--- src/rtl/present_dropper.sv ---
// present_dropper: drops a present at a random X, rests it on the floor with an end-of-life blink, reports collection
module present_dropper #(
  parameter int X_MIN = 0,
  parameter int X_MAX = 607,
  parameter int START_Y = 0,
  parameter int FLOOR_Y = 416,
  parameter int FALL_SPEED = 2,
  parameter int REST_FRAMES = 300,
  parameter int BLINK_FRAMES = 96,
  parameter int RAND_BITS = 10
) (
  input  logic                 clk,
  input  logic                 resetN,
  input  logic                 startOfFrame,
  input  logic                 spawn,
  input  logic [RAND_BITS-1:0] randX,
  input  logic [2:0]           spawnType,
  input  logic                 collected,
  output logic [10:0]          topLeftX,
  output logic [10:0]          topLeftY,
  output logic                 presentActive,
  output logic                 presentVisible,
  output logic [2:0]           presentType,
  output logic                 presentTaken
);
  localparam int CW = $clog2(REST_FRAMES + 1);
  typedef enum logic [1:0] {IDLE, FALLING, RESTING} state_t;
  state_t state, state_nx;
  logic [10:0] x_nx, y_nx;
  logic [2:0] type_nx;
  logic [CW-1:0] cnt, cnt_nx;
  logic taken_nx;
  logic [11:0] rx, y_step;
  always_comb begin
    rx = 12'(randX);
    y_step = {1'b0, topLeftY} + 12'(FALL_SPEED);
    state_nx = state;
    x_nx = topLeftX;
    y_nx = topLeftY;
    type_nx = presentType;
    cnt_nx = cnt;
    taken_nx = 1'b0;
    case (state)
      IDLE: if (spawn) begin
        x_nx = rx > 12'(X_MAX) ? 11'(X_MAX) : rx < 12'(X_MIN) ? 11'(X_MIN) : rx[10:0];
        y_nx = 11'(START_Y);
        type_nx = spawnType;
        state_nx = FALLING;
      end
      FALLING: if (collected) begin
        taken_nx = 1'b1;
        state_nx = IDLE;
      end else if (startOfFrame) begin
        y_nx = y_step >= 12'(FLOOR_Y) ? 11'(FLOOR_Y) : y_step[10:0];
        cnt_nx = y_step >= 12'(FLOOR_Y) ? CW'(REST_FRAMES) : cnt;
        state_nx = y_step >= 12'(FLOOR_Y) ? RESTING : FALLING;
      end
      RESTING: if (collected) begin
        taken_nx = 1'b1;
        state_nx = IDLE;
      end else if (startOfFrame) begin
        cnt_nx = cnt - 1'b1;
        state_nx = cnt == CW'(1) ? IDLE : RESTING;
      end
      default: state_nx = IDLE;
    endcase
  end
  always_ff @(posedge clk or negedge resetN) begin
    if (!resetN) begin
      state <= IDLE;
      topLeftX <= '0;
      topLeftY <= '0;
      presentType <= '0;
      cnt <= '0;
      presentTaken <= 1'b0;
    end else begin
      state <= state_nx;
      topLeftX <= x_nx;
      topLeftY <= y_nx;
      presentType <= type_nx;
      cnt <= cnt_nx;
      presentTaken <= taken_nx;
    end
  end
  assign presentActive = state != IDLE;
  // bit 3 of the frame counter yields an 8-on / 8-off blink near expiry
  assign presentVisible = (state == RESTING && cnt <= CW'(BLINK_FRAMES)) ? cnt[3] : presentActive;
endmodule

--- config.mk ---
export PLATFORM = sky130hd
export DESIGN_NAME = present_dropper
export DESIGN_NICKNAME = d
export VERILOG_FILES = /design/src/rtl/present_dropper.sv
export SDC_FILE = /design/constraint.sdc
export NUM_CORES = 1
export LEC_CHECK = 0
export ABC_CLOCK_PERIOD_IN_PS = 3200
export BUFFER_PORTS_ARGS = -buffer_cell sky130_fd_sc_hd__buf_4
export CAP_MARGIN = 25
export CORE_UTILIZATION = 52
export DETAILED_ROUTE_END_ITERATION = 10
export GPL_TIMING_DRIVEN = 1
export PLACE_DENSITY = 0.76
export SETUP_SLACK_MARGIN = 0.2
export SYNTH_ARGS = -nofsm -noshare
export SYNTH_HDL_FRONTEND = slang
export SYNTH_SLANG_ARGS = --single-unit
--- constraint.sdc ---
create_clock -name clk -period 3.2 [get_ports clk]
set_input_delay 0.48 -clock clk [delete_from_list [all_inputs] [get_ports clk]]
set_output_delay 0.48 -clock clk [all_outputs]
set_load 0.05 [all_outputs]
==> results by group, run 1 <==
Run status
  • Status: finished clean

STA
  • Final cycle utilization of the critical path: around 77%
  • Setup TNS: 0 ns
  • Final min period: 2.472 ns
  • Slew HR: between 50% and 60%
  • Final Setup Violations: 0
  • Final hold violation count: 0
  • Clk_skew: between 0.009 and 0.01 ns
  • Slew of the pin with the lowest slew margin: slightly above 0.6 ns
  • Max-slew violations: 0
  • Fmax: 0.4045 GHz
  • RSZ-0062 raised after global routing: false

Pwr
  • Leakage power: ~0.0011 uW
  • Worst VDD drop: 432.1 uV
  • Pwr dens: roughly 880 mW/mm2
  • Total power: between 2000 and 2500 uW

Layout
  • Final core occ: 69.05%
  • Syn-to-layout area delta: 23.32%
  • Net count, final: 276
  • ANT cells: 0
  • Layout cells sized above 1: about 23%
  • Fin cells: 298
  • Fill cells: 299
  • Cell area after layout: roughly 0.0024 mm2

Floorplanning
  • Num rows: 21
  • Die H: 63.11 um
  • Die W: roughly 63 um
  • Die area: 0.003983 mm2
  • Starting Density: a little under three fifths
  • IO Pins: 46
  • Core area: roughly 0.0035 mm2

Setup path
  • Crit start category: flip-flop
  • Critical Path RT: 2.72 ns
  • Capturing point of the worst reg2reg path: cnt[0]
  • Worst setup EP type: output port
  • R2R cell count: 6
  • Max incr delay on CP: around 0.39 ns
  • R2r setup slk: 0.81 ns
  • CP endpoint: presentVisible
  • CP cell instances: inv_1 -> ha_1 -> nand2b_1 -> nand2b_1 -> nand3_1 -> nand3_1 -> mux2_2 -> buf_4
  • Reg2Reg Launch Point: topLeftY[1]
  • Arr. time, crit path: ~2 ns
  • Critical Path Fanout Max: 5
  • CP max stage cell: dfrtp_1
  • Setup CP Type: flip-flop to output port
  • Worst Setup SP: cnt[0]

Synthesis
  • Syn Std Cell Area: between 0.0015 and 0.002 mm2
  • Ys async rst share: between 90% and 100%
  • Main flop type after synthesis: dfrtp_1
  • Post-synth EDFFs: 0
  • Syn_area_per_cell: about 9.3 um2
  • Distinct cell type count after synthesis: 42
  • Sequential share of the synthesized area: 45.10%
  • Seq cells post-synth: 35
  • Yosys warns: 0
  • Post-Synthesis Cells: 208

Route
  • Wire per inst: about 14 um
  • Total Wirelength: 4103 um
  • 1st-pass router iterations: 4
  • Drt via density: approximately 5.6
  • Residual DRC: 0
  • Initial drt markers: 53
  • DR vias: around 1700
  • ANT nets after route: 0

Clocking
  • CTS Buf Count: 5
  • Root Driver: clkbuf_8
  • Clock sinks: 35
  • Worst-skew pair later-pin latency: around 0.30 ns
  • Number of setup buffers added after CTS: 0
  • Cts hold-fix bufs: 0
  • Resized Gates After CTS: 0
  • H-tree Lvls: 2
  • Clock-pin slew on the worst setup and hold paths: roughly 0.070 ns
  • CTS Buffer Depth: 2
  • CTS tree: done

Min path
  • HP Class: input port to async pin

GRT
  • Largest net degree at the start of global routing: 36
  • Gr ovfl total: 0
  • First-pass GRT wire length: around 7000 um
  • Vias in the first global route: roughly 1600
  • Antenna violations before repair: 0
  • GRT Total Usage: 22.07%

Place
  • Dpl cell area: between 0.002 and 0.0025 mm2
  • Port Buffers: 43
  • RePlAce Congestion: 0.8374
  • Placed cell count: 290
  • Post-DP HPWL: a little under 3000 um

Flow run
  • Max_cap viols: 0
==> worst min-delay path by stage <==
| stage | start | endpoint | slack (ns) | depth (start not counted) |
|---|---|---|---|---|
| final | resetN | topLeftX[0] | 0.11 | 1 |
| after global routing | resetN | topLeftX[1] | 0.16 | 1 |
| after CTS | resetN | topLeftX[6] | 0.13 | 1 |
| after detailed placement | resetN | topLeftX[6] | 0.45 | 1 |
| after global placement | resetN | topLeftX[2] | 0.45 | 1 |
| after floorplan | resetN | cnt[0] | 0.18 | 0 |
==> cells in the mapped netlist, types with 2 or more instances <==
cell      number  share of area (%)
inv_1         11                2.1
and2_1         5                1.6
nand3_1       10                2.6
o31ai_1        2               0.77
nand2_1       28                5.4
a22o_1         6                2.7
a21oi_1        5                1.3
or3_1          2               0.64
and3_1         6                1.9
nor3_1         4                1.0
a22oi_1        2               0.77
nor2_1        15                2.9
dfrtp_1       35                 45
o21ai_1        9                2.3
mux2_2         2                1.2
a31oi_1        6                1.9
clkbuf_1       4               0.77
o22a_1         6                2.7
buf_4          3                1.2
mux2i_1        2                1.0
o21ai_0        9                2.3
nand3b_1       5                1.9
nand2b_1       6                1.9
ha_1           7                4.5
==> cell families after synthesis <==
family	after synthesis	share of synthesized area, %
AO/OA/AOI/OAI	54	20.17
adder cells (fa/ha/maj)	7	4.510
buffers and inverters	19	4.639
flip-flops	35	45.10
multiplexers	5	2.964
other	1	0.1931
AND/OR/NAND/NOR	87	22.42
==> worst max-delay path: cells and delay by family (launching register included) <==
| family | cells | cell delay [ns] |
|---|---|---|
| buf+inv | 2 | 0.27 |
| mux | 1 | 0.33 |
| fa+ha+maj | 1 | 0.23 |
| simple gates | 4 | 0.48 |
| flops | 1 | 0.39 |
==> power breakdown <==
part | total, uW | switching, uW | internal (uW)
Combinational | 1020 | 698 | 318
Sequential | 673 | 107 | 566
Clock | 413 | 161 | 252
==> cells in the final DEF, fill, tap and decap left out, types with 5 or more instances in the layout <==
master    count
buf_4        43
dfrtp_1      35
nand2_1      28
nor2_1       15
inv_1        11
nand3_1      10
o21ai_1       9
o21ai_0       9
ha_1          7
nand2b_1      6
a31oi_1       6
and3_1        6
a22o_1        6
o22a_1        6
clkbuf_8      6
and2_1        5
nand3b_1      5
a21oi_1       5
==> registers in the layout, indices dropped and copies added (netlist names) <==
| register | cells |
|---|---|
| topLeftX | 10 |
| topLeftY | 10 |
| cnt | 9 |
| presentType | 3 |
| state | 2 |
| presentTaken | 1 |
==> per-layer routing <==
| metal | global-route usage [%] | wire, um |
|---|---|---|
| met3 | 5.072 | 201 |
| met1 | 28.08 | 1930 |
| met5 | 0 | 0 |
| met4 | 8.721 | 63 |
| met2 | 36.16 | 1907 |
==> per-stage QoR <==
| step | hold WS, ns | setup slack (ns) |
|---|---|---|
| 6_report | 0.1133 | 0.7280 |
| 5_1_grt | 0.1582 | 0.6068 |
| 4_1_cts | 0.1331 | 0.7173 |
| 3_5_place_dp | 0.4511 | 0.8260 |
| 3_3_place_gp | 0.4505 | 0.8701 |
| 2_1_floorplan | 0.1844 | 0.7838 |
==> cell type report <==
| class | count | area (um2) | share of cell area, % |
|---|---|---|---|
| clock buffers | 6 | 82.58 | 3.448 |
| inverters | 11 | 41.29 | 1.724 |
| clock inverters | 2 | 35.03 | 1.463 |
| multi-input cells | 155 | 979.7 | 40.91 |
| repair buffers | 43 | 322.8 | 13.48 |
| well taps | 46 | 57.56 | 2.403 |
| flip-flops and latches | 35 | 875.8 | 36.57 |
(Power assumes the default switching activity.)
==> inputs of run 2 (changes only) <==
Settings changed: ABC_AREA set to 1, ABC_CLOCK_PERIOD_IN_PS 3200 to 2550, PLACE_DENSITY 0.76 to 0.75.
Clock period 3.2 ns to 2.55 ns, I/O delays scaled along.
==> results by group, run 2 <==
Pwr
  • Internal power: 1407 uW (+24%)
  • Seq pwr share: 31.5% (-0.5 points)
  • Pwr dens: 1103 mW/mm2 (+26%)
  • Psw: 1373 uW (+42%)
  • Sw Ratio: 49.39% (+3.4 points)
  • Leakage power: 0.001317 uW (+20%)
  • Total power: 2779 uW (+32%)
  • Clock power share: 14.4% (-5.3 points)
  • Worst VDD drop: 583.0 uV (+35%)
  • Logic pwr share: 54.2% (+5.8 points)

GRT
  • Gr ovfl total: 0 (unchanged)
  • Vias in the first global route: 1726 (+11%)
  • First-pass GRT wire length: 7548 um (+10%)
  • Antenna violations before repair: 0 (unchanged)
  • GRT Total Usage: 23.40% (+1.3 points)
  • Largest net degree at the start of global routing: 36 (unchanged)

Setup path
  • Worst Setup SP: cnt[1]
  • R2r setup slk: 0.56 ns (-0.25 ns)
  • CP cell instances: inv_2 -> ha_2 -> inv_2 -> nor3_4 -> inv_2 -> o211ai_1 -> nand2_1 -> o21ai_2 -> buf_6
  • Critical Path RT: 2.17 ns (-0.55 ns)
  • Reg2Reg Launch Point: topLeftY[1]
  • R2R cell count: 11 (+5)
  • CP max stage cell: dfrtp_1
  • Max incr delay on CP: 0.39 ns (about the same)
  • Crit start category: flip-flop
  • Crit path top cell by count: inv_2
  • CP endpoint: presentVisible
  • Capturing point of the worst reg2reg path: cnt[1]
  • Setup CP Type: flip-flop to output port
  • Worst setup EP type: output port
  • Critical Path Fanout Max: 4 (-1)
  • Arr. time, crit path: 1.86 ns (-0.13 ns)

Floorplanning
  • Core area: 0.003716 mm2 (+7.1%)
  • Die H: 64.53 um (+2.3%)
  • Num rows: 22 (+4.8%)
  • Die area: 0.004164 mm2 (+4.6%)
  • Starting Density: 54.71% (-1.3 points)
  • Die W: 64.53 um (+2.3%)
  • IO Pins: 46 (unchanged)

Layout
  • Layout cells sized above 1: 23.84% (+1.2 points)
  • Net count, final: 348 (+26%)
  • Largest regs: topLeftX (10), topLeftY (10), cnt (9)
  • Syn-to-layout area delta: 23.94%
  • Commonest cells after routing, fill and taps aside: 82 x nand2_1, 46 x buf_4, 37 x nor2_1
  • ANT cells: 0 (unchanged)
  • Commonest non-fill, non-tap cell in the layout: nand2_1

Synthesis
  • Most instantiated cells after synthesis: 82 x nand2_1, 37 x nor2_1, 35 x dfrtp_1, 30 x inv_1, 22 x nand3_1
  • Post-synth EDFFs: 0 (unchanged)
  • Cell taking the most area after synthesis: dfrtp_1
  • Syn_area_per_cell: 7.420 um2 (-21%)
  • Top-count cell post-synth: nand2_1
  • Adder-cell area share of the yosys netlist: 4.308% (-0.20 points)
  • Post-synthesis compound-gate area fraction: 7.200% (-13 points)
  • Synth top area cells: dfrtp_1 43%, nand2_1 15%, nor2_1 6.8%
  • Seq cells post-synth: 35 (unchanged)
  • Main combinational cell family by area after synthesis: simple AND/OR/NAND/NOR gates
  • Mux cell area share after synthesis: 0% (-3.0 points)
  • Post-Synth XOR/XNOR Area: 1.723% (+1.7 points)
  • Main flop type after synthesis: dfrtp_1
  • Yosys warns: 0 (unchanged)
  • Post-Synthesis Cells: 274 (+32%)
  • Top-area cell type share of the netlist area: 43.08% (-2.0 points)
  • Simple-gate share of the synthesized area: 35.69% (+13 points)
  • Distinct cell type count after synthesis: 31 (-26%)
  • Syn Std Cell Area: 0.002033 mm2 (+4.7%)
  • Sequential share of the synthesized area: 43.08% (-2.0 points)
  • Ys async rst share: 100.0% (unchanged)

Clocking
  • CTS Buffer Depth: 2 (unchanged)
  • Root Driver: clkbuf_8
  • Clock-pin slew on the worst setup and hold paths: 0.07 ns (about the same)
  • CTS tree: done
  • H-tree Lvls: 2 (unchanged)
  • Clock sinks: 35 (unchanged)
  • CTS Buf Count: 5 (unchanged)
  • Worst-skew pair later-pin latency: 0.28 ns (-0.02 ns)
  • Cts hold-fix bufs: 0 (unchanged)

Route
  • Total Wirelength: 4375 um (+6.6%)
  • Drt via density: 5.137 (-8.5%)
  • Met1 WL: 2030 um (+5.2%)
  • 1st-pass router iterations: 5 (+1)
  • DR vias: 1906 (+14%)
  • WL met3: 173 um (-14%)
  • Met2 wire len: 2123 um (+11%)
  • Initial drt markers: 142 (+170%)
  • ANT nets after route: 0 (unchanged)
  • Top routing layer in use: met4
  • Residual DRC: 0 (unchanged)
  • Wire per inst: 11.79 um (-14%)

STA
  • RSZ-0062 raised after global routing: false
  • Final Setup Violations: 0 (unchanged)
  • Final min period: ~2.2 ns
  • Max-slew violations: 0 (unchanged)
  • Setup TNS: 0 ns (unchanged)
  • Fmax: ~0.45 GHz
  • Clk_skew: 0.006319 ns (-0.003274 ns)
  • Final cycle utilization of the critical path: roughly 88%
  • Final hold violation count: 0 (unchanged)

Min path
  • HP Class: input port to async pin

Place
  • RePlAce Congestion: 0.8502 (+1.5%)
  • Post-DP HPWL: 3206 um (+10%)
  • Port Buffers: 43 (unchanged)

Flow run
  • Max_cap viols: 0 (unchanged)

Run status
  • Status: finished clean
## run 2: cell types whose count changed in the layout (fill, tap and decap cells not counted), sizes merged, moves of 16 or more
| cell | change |
|---|---|
| nor2 | +26 |
| nand2 | +56 |
| inv | +21 |
| nand3 | +16 |
## run 2: power groups by stage
stage / Combinational [uW] / Sequential (uW) / Clock (uW)
2_1_floorplan: 634 / 1290 / 0
3_3_place_gp: 1430 / 870 / 0
3_5_place_dp: 1450 / 875 / 0
4_1_cts: 1450 / 870 / 416
5_1_grt: 1640 / 898 / 436
6_report: 1510 / 874 / 399
## run 2: worst min path at each step
| stage | from | to | slack, ns |
|---|---|---|---|
| floorplan | resetN | cnt[0] | 0.09 |
| global placement | resetN | topLeftY[10] | 0.36 |
| detailed placement | resetN | topLeftY[10] | 0.36 |
| CTS | resetN | topLeftY[10] | 0.05 |
| global route | resetN | topLeftY[10] | 0.07 |
| finish | resetN | topLeftY[4] | 0.04 |
## run 2: critical path: cells and delay by family, from the launching register on
family	cells	cell delay [ns]
AO/OA/AOI/OAI	2	0.32
adder cells (fa/ha/maj)	1	0.18
flip-flops	1	0.39
AND/OR/NAND/NOR	2	0.33
buffers and inverters	4	0.36
## run 2: final cells by class
cell class	instances	area, um2
multi-input cells	202	1020
repair buffers	47	356.6
clock buffers	6	82.58
clock inverters	1	5.005
well taps	48	60.06
inverters	32	120.1
flip-flops and latches	35	875.8
fillers	345	1196
## run 2: timing repair
action,CTS,global route
endpoints found under the setup margin,1,1
endpoints found under the hold margin,0,0
setup buffers,0,3
gates resized for setup,1,6
pin swaps,0,2
## run 2: routing by layer
layer  track usage (%)  vias to the layer above
li1                  -                      955
met1             30.22                      906
met2             38.68                       41
met3             4.225                        4
met4             9.444                        0
met5                 0                        -
## run 2: kinds of logic (layout without fill, tap and decap cells)
| logic type | count (synthesis) | after routing |
|---|---|---|
| buffers and inverters | 38 | 86 |
| adder cells (fa/ha/maj) | 7 | 7 |
| AND/OR/NAND/NOR | 164 | 164 |
| flip-flops | 35 | 35 |
| XOR/XNOR | 4 | 4 |
| AO/OA/AOI/OAI | 25 | 25 |
| other | 1 | 2 |
## run 2: stage by stage
| stage | util, % | instances | hold WS [ns] | instance area [um2] | setup WS (ns) |
|---|---|---|---|---|---|
| CTS | 66.87 | 368 | 0.05021 | 2485 | 0.2157 |
| floorplan | - | 275 | 0.08691 | 2041 | 0.4437 |
| finish | 67.81 | 371 | 0.04035 | 2520 | 0.3028 |
| global placement | 64.38 | 361 | 0.3637 | 2392 | 0.5150 |
| global route | 67.81 | 371 | 0.07251 | 2520 | 0.1832 |
| detailed placement | 64.38 | 361 | 0.3647 | 2392 | 0.4041 |
